==> src/rtl/mem_port_arbiter.sv <==
// Two-port (instruction fetch / data) arbiter in front of a single shared memory port.
// Data normally wins; a fetch that has waited STARVE_LIMIT cycles takes priority.
module mem_port_arbiter #(
    parameter int unsigned STARVE_LIMIT = 4,
    parameter int unsigned TIMEOUT      = 255
) (
    input  logic        clk,
    input  logic        reset,

    input  logic        if_req,
    input  logic [2:0]  if_op,
    input  logic [31:0] if_addr,
    input  logic [31:0] if_wdata,
    output logic        if_gnt,
    output logic        if_rvalid,
    output logic [31:0] if_rdata,
    output logic        if_fault,

    input  logic        d_req,
    input  logic [2:0]  d_op,
    input  logic [31:0] d_addr,
    input  logic [31:0] d_wdata,
    output logic        d_gnt,
    output logic        d_rvalid,
    output logic [31:0] d_rdata,
    output logic        d_fault,

    output logic        mem_req,
    output logic [2:0]  mem_op,
    output logic [31:0] mem_addr,
    output logic [31:0] mem_wdata,
    input  logic        mem_ack,
    input  logic [31:0] mem_rdata,
    input  logic        mem_fault,

    output logic        busy,
    output logic        owner,
    output logic        timeout
);

    localparam int unsigned WaitW = (STARVE_LIMIT < 1) ? 1 : $clog2(STARVE_LIMIT + 1);
    localparam int unsigned CntW  = (TIMEOUT < 1) ? 1 : $clog2(TIMEOUT + 1);
    localparam logic [WaitW-1:0] StarveMax  = WaitW'(STARVE_LIMIT);
    localparam logic [CntW-1:0]  TimeoutMax = CntW'(TIMEOUT);

    typedef enum logic [1:0] {StIdle, StBusy, StResp} state_e;

    state_e            state_q, state_d;
    logic [WaitW-1:0]  fetch_wait_q;
    logic [CntW-1:0]   cnt_q;
    logic              owner_q;
    logic [2:0]        op_q;
    logic [31:0]       addr_q;
    logic [31:0]       wdata_q;
    logic [31:0]       if_rdata_q, d_rdata_q;
    logic              if_fault_q, d_fault_q;

    logic              fetch_wins;
    logic              resp_load;
    logic [31:0]       rdata_new;
    logic              fault_new;

    assign fetch_wins = if_req && (!d_req || (fetch_wait_q >= StarveMax));

    always_comb begin
        state_d = state_q;
        if_gnt  = 1'b0;
        d_gnt   = 1'b0;
        mem_req = 1'b0;
        timeout = 1'b0;
        unique case (state_q)
            StIdle: begin
                // Grants are suppressed while reset is asserted so no grant is ever lost.
                if (!reset && (if_req || d_req)) begin
                    if (fetch_wins) begin
                        if_gnt = 1'b1;
                    end else begin
                        d_gnt = 1'b1;
                    end
                    state_d = StBusy;
                end
            end
            StBusy: begin
                if (cnt_q == TimeoutMax) begin
                    timeout = 1'b1;
                    state_d = StResp;
                end else begin
                    mem_req = 1'b1;
                    if (mem_ack) begin
                        state_d = StResp;
                    end
                end
            end
            StResp: begin
                state_d = StIdle;
            end
            default: begin
                state_d = StIdle;
            end
        endcase
    end

    assign resp_load = (mem_req && mem_ack) || timeout;
    assign rdata_new = timeout ? 32'h0 : mem_rdata;
    assign fault_new = timeout ? 1'b1 : mem_fault;

    always_ff @(posedge clk) begin
        if (reset) begin
            state_q      <= StIdle;
            fetch_wait_q <= '0;
            cnt_q        <= '0;
            owner_q      <= 1'b0;
            op_q         <= '0;
            addr_q       <= '0;
            wdata_q      <= '0;
            if_rdata_q   <= '0;
            if_fault_q   <= 1'b0;
            d_rdata_q    <= '0;
            d_fault_q    <= 1'b0;
        end else begin
            state_q <= state_d;

            if (if_gnt || d_gnt) begin
                owner_q <= d_gnt;
                op_q    <= d_gnt ? d_op    : if_op;
                addr_q  <= d_gnt ? d_addr  : if_addr;
                wdata_q <= d_gnt ? d_wdata : if_wdata;
            end

            if (state_q == StBusy) begin
                cnt_q <= cnt_q + CntW'(1);
            end else begin
                cnt_q <= '0;
            end

            if (!if_req || if_gnt) begin
                fetch_wait_q <= '0;
            end else if (fetch_wait_q < StarveMax) begin
                fetch_wait_q <= fetch_wait_q + WaitW'(1);
            end

            // Load the owner's response registers on the edge into RESP so they are
            // valid during the rvalid cycle and hold until that port's next response.
            if (resp_load) begin
                if (owner_q) begin
                    d_rdata_q <= rdata_new;
                    d_fault_q <= fault_new;
                end else begin
                    if_rdata_q <= rdata_new;
                    if_fault_q <= fault_new;
                end
            end
        end
    end

    assign if_rvalid = (state_q == StResp) && !owner_q;
    assign d_rvalid  = (state_q == StResp) && owner_q;
    assign if_rdata  = if_rdata_q;
    assign if_fault  = if_fault_q;
    assign d_rdata   = d_rdata_q;
    assign d_fault   = d_fault_q;
    assign mem_op    = op_q;
    assign mem_addr  = addr_q;
    assign mem_wdata = wdata_q;
    assign busy      = (state_q != StIdle);
    assign owner     = owner_q;

endmodule

==> config.mk <==
export PLATFORM = sky130hd
export DESIGN_NAME = mem_port_arbiter
export DESIGN_NICKNAME = d
export VERILOG_FILES = /design/src/rtl/mem_port_arbiter.sv
export SDC_FILE = /design/constraint.sdc
export NUM_CORES = 1
export LEC_CHECK = 0
export CORE_MARGIN = 3
export CORE_UTILIZATION = 40
export DETAILED_ROUTE_END_ITERATION = 6
export PLACE_DENSITY = 0.8
export REMOVE_ABC_BUFFERS = 1
export SKIP_CTS_REPAIR_TIMING = 1
export SYNTH_ARGS = -nofsm -noshare
export SYNTH_HDL_FRONTEND = slang
export SYNTH_SLANG_ARGS = --single-unit
==> constraint.sdc <==
create_clock -name clk -period 2.2 [get_ports clk]
set_input_delay 0.44 -clock clk [delete_from_list [all_inputs] [get_ports clk]]
set_output_delay 0.44 -clock clk [all_outputs]
set_load 0.005 [all_outputs]
==> flow_summary_export.csv <==
group,metric,value,unit
run_status,status,"finished clean",
clock_tree,cts_sinks,147,
power_and_ir_drop,ir_drop,0.5236,mV
yosys,ys_seq_area_share,49.70,%
yosys,netlist_area,5921,sq um
sta,fin_skew,0.007978,ns
yosys,synth.most_common_cell,"dfxtp_1",
yosys,synth_cell_types,43,
worst_setup_path,reg2reg_depth,5,
sta,setup_violations,0,
worst_setup_path,r2r_end,"mem_addr[21]$_SDFFE_PP0P_",
clock_tree,cts_buffers,17,
route,route.detailed.drc,0,
power_and_ir_drop,p_sw_share,25.18,%
floorplan,core_area,14200,sq um
sta,finalHoldViolCount,0,
yosys,yosys_most_used_dff,"dfxtp_1",
worst_setup_path,cp_slowest_cell,"clkdlybuf4s50_1",
cells_and_area,antenna-diode-count,0,
worst_setup_path,cp-start-kind,"flip-flop",
yosys,synth-seq-cells,147,
worst_setup_path,crit_end,"if_gnt",
placement,place_hpwl,14770,um
worst_setup_path,path_class,"flip-flop to primary output",
power_and_ir_drop,sequentialPowerShare,38.9,%
power_and_ir_drop,switching_power,1.943,mW
yosys,synthSimpleGateAreaFrac,21.01,%
placement,dpl.cell_count,1128,
yosys,synth_area_per_cell,8.669,sq um
sta,drv_slew,0,
yosys,ys_warn_count,0,
grt,grt_max_degree,70,
floorplan,row_count,43,
worst_setup_path,max_stage_delay,0.52,ns
grt,antenna_found_initial,0,
sta,period_share,96.50,%
yosys,synth.area.mux_share,0.1691,%
yosys,netlist_top_cells_count,"147 x dfxtp_1, 101 x nand2_1, 86 x nor2_1",
worst_setup_path,r2r_slack,0.39,ns
route,dr.pass1.iters,4,
yosys,synth_cells,683,
clock_tree,tritoncts,"yes",
cells_and_area,syn2layout_area_growth,67.12,%
yosys,netlist_top_cells_area,"dfxtp_1 50%, a311oi_1 9.9%, nand2_1 6.4%",
clock_tree,clk_latency,0.42,ns
worst_setup_path,cp-startpoint,"state_q[0]$_SDFFE_PP0P_",
grt,grt_pass1_wl,31660,um
floorplan,initial_core_util,41.68,%
yosys,yosysTopAreaCell,"dfxtp_1",
power_and_ir_drop,p_total,7.715,mW
route,drt_iter0_drc,357,
yosys,async_flop_share,0,%
worst_setup_path,path_cells,"nor2_4 > o21ai_2 > nor3_1 > clkdlybuf4s50_1",
yosys,synth-adder-area-share,0.4227,%
power_and_ir_drop,pwr-share-clk,41.6,%
route,postRouteAntennaNets,0,
power_and_ir_drop,p_per_area,779.8,nW/um^2
worst_setup_path,end_kind,"primary output",
hold_path,min_path_type,"input pin to flip-flop",
worst_setup_path,worstReg2RegStart,"fetch_wait_q[2]$_SDFFE_PP0N_",
clock_tree,clk_pin_slew,0.06,ns
sta,min_period,2.123,ns
cells_and_area,drive_gt1_share,8.333,%
floorplan,die_area,16300,sq um
clock_tree,htreeDepth,4,
cells_and_area,instances_no_fill,1164,
floorplan,pin_count,313,
power_and_ir_drop,combPwrFrac,19.5,%
route,wl_per_cell,18.07,um
sta,worst_pin_slew,0.7515,ns
clock_tree,clock_path_buffers,2,
sta,relSlewSlack,49.90,%
grt,gr-total-overflow,0,
flow_run,cap_violations,0,
yosys,synth_top_family_by_area,"compound AO/OA/AOI/OAI gates",
cells_and_area,nets,1145,
worst_setup_path,cp.arrival,1.68,ns
sta,finalSetupTns,0,ns
floorplan,die_w,127.7,um
route,vias,6278,
yosys,netlist.area_leader.share,49.70,%
clock_tree,clock-root-buffer,"clkbuf_16",
power_and_ir_drop,internal_power,5.772,mW
placement,io_buffers,312,
power_and_ir_drop,power.leakage,3.740,nW
sta,fmax,471.0,MHz
floorplan,fp.dieH,127.7,um
worst_setup_path,crit_fanout,3,
grt,grt_usage,24.59,%
cells_and_area,num-fill-cells,1103,
route,drt-vias-per-instance,5.393,
yosys,synth_compound_area_share,21.83,%
yosys,synth_edf_count,0,
worst_setup_path,critPathRequiredTime,1.76,ns
grt,grt_pass1_vias,5898,
route,wl,21040,um
yosys,synth-xor-area-share,0.8876,%
placement,gp_congestion,0.8235,
how the worst min path moves through the flow:
stage	cells after the start	start	slack [ns]	to
2_1_floorplan	1	cnt_q[0]$_SDFF_PP0_	0.41	cnt_q[0]$_SDFF_PP0_
3_3_place_gp	1	cnt_q[0]$_SDFF_PP0_	0.43	cnt_q[0]$_SDFF_PP0_
3_5_place_dp	1	cnt_q[0]$_SDFF_PP0_	0.44	cnt_q[0]$_SDFF_PP0_
4_1_cts	2	reset	0.27	mem_wdata[19]$_SDFFE_PP0P_
5_1_grt	2	reset	0.28	mem_wdata[19]$_SDFFE_PP0P_
6_report	2	reset	0.28	mem_wdata[19]$_SDFFE_PP0P_
critical path, delay by kind of cell, from the launching register on:
| family | cells | cell delay, ns |
|---|---|---|
| AO/OA/AOI/OAI | 1 | 0.09 |
| buffers and inverters | 1 | 0.52 |
| flip-flops | 1 | 0.33 |
| AND/OR/NAND/NOR | 2 | 0.33 |
routing by layer:
layer / wire [um] / GRT usage (%)
met1: 8048 / 27.89
met5: 0 / 0
met4: 678 / 10.74
met3: 2030 / 9.292
met2: 10280 / 41.38
through the flow:
step	utilization, %	hold slack [ns]	worst slack (ns)	cell area, sq um
finish	69.66	0.2834	0.07699	9894
global route	69.66	0.2775	-0.01049	9894
CTS	69.05	0.2663	-0.2462	9807
detailed placement	64.42	0.4421	-0.1057	9150
global placement	64.42	0.4277	-0.06445	9150
floorplan	-	0.4132	-1.256	5585
final cells by class:
class                           instances  area (sq um)  area share (%)
Clock buffer                           17         425.4           4.299
Clock inverter                         15         231.5           2.339
Inverter                                5         18.77          0.1897
Multi-Input combinational cell        465          2671           27.00
Sequential cell                       147          2949           29.81
Tap cell                              180         225.2           2.276
Timing Repair Buffer                  335          3373           34.09
kinds of logic after synthesis:
kind of cell	after synthesis
muxes	1
and+or+nand+nor	280
DFF	147
adders and majority gates	2
AOI/OAI and AO/OA	176
buffers and inverters	71
xor gates and xnor gates	6
power groups by stage:
stage	combinational [mW]	clock [mW]	sequential [mW]
after floorplan	0.472	0	3.06
after global placement	1.48	0	3.04
after detailed placement	1.50	0	3.05
after CTS	1.51	3.25	3.00
after global routing	1.62	3.35	3.02
final	1.50	3.21	3.00
registers in the layout (all words and copies together) (netlist names):
signal,cells
cnt_q,8
owner,1
d_fault,1
fetch_wait_q,3
mem_wdata,32
state_q,2
if_fault,1
if_rdata,32
mem_op,3
d_rdata,32
mem_addr,32
layout by cell type (no fill, tap or decap), types with 3 or more instances in the layout:
| cell type | Yosys | routed |
|---|---|---|
| bufinv_16 | 0 | 5 |
| nor3_1 | 5 | 4 |
| a22o_1 | 31 | 31 |
| buf_4 | 2 | 18 |
| dfxtp_1 | 147 | 142 |
| nand2_1 | 101 | 101 |
| dlymetal6s2s_1 | 0 | 4 |
| clkinv_4 | 0 | 5 |
| o21ai_0 | 34 | 33 |
| nor2_4 | 1 | 3 |
| a21oi_2 | 3 | 4 |
| xor2_1 | 3 | 3 |
| a21oi_1 | 33 | 32 |
| and3_1 | 3 | 3 |
| clkbuf_16 | 0 | 17 |
| a311oi_1 | 67 | 67 |
| buf_12 | 0 | 6 |
| inv_1 | 4 | 4 |
| dfxtp_2 | 0 | 5 |
| nor2_1 | 86 | 84 |
| clkdlybuf4s50_1 | 0 | 306 |
| xnor2_1 | 3 | 3 |
| nand3_1 | 71 | 70 |
No activity file was read; power rests on OpenSTA's default activity.
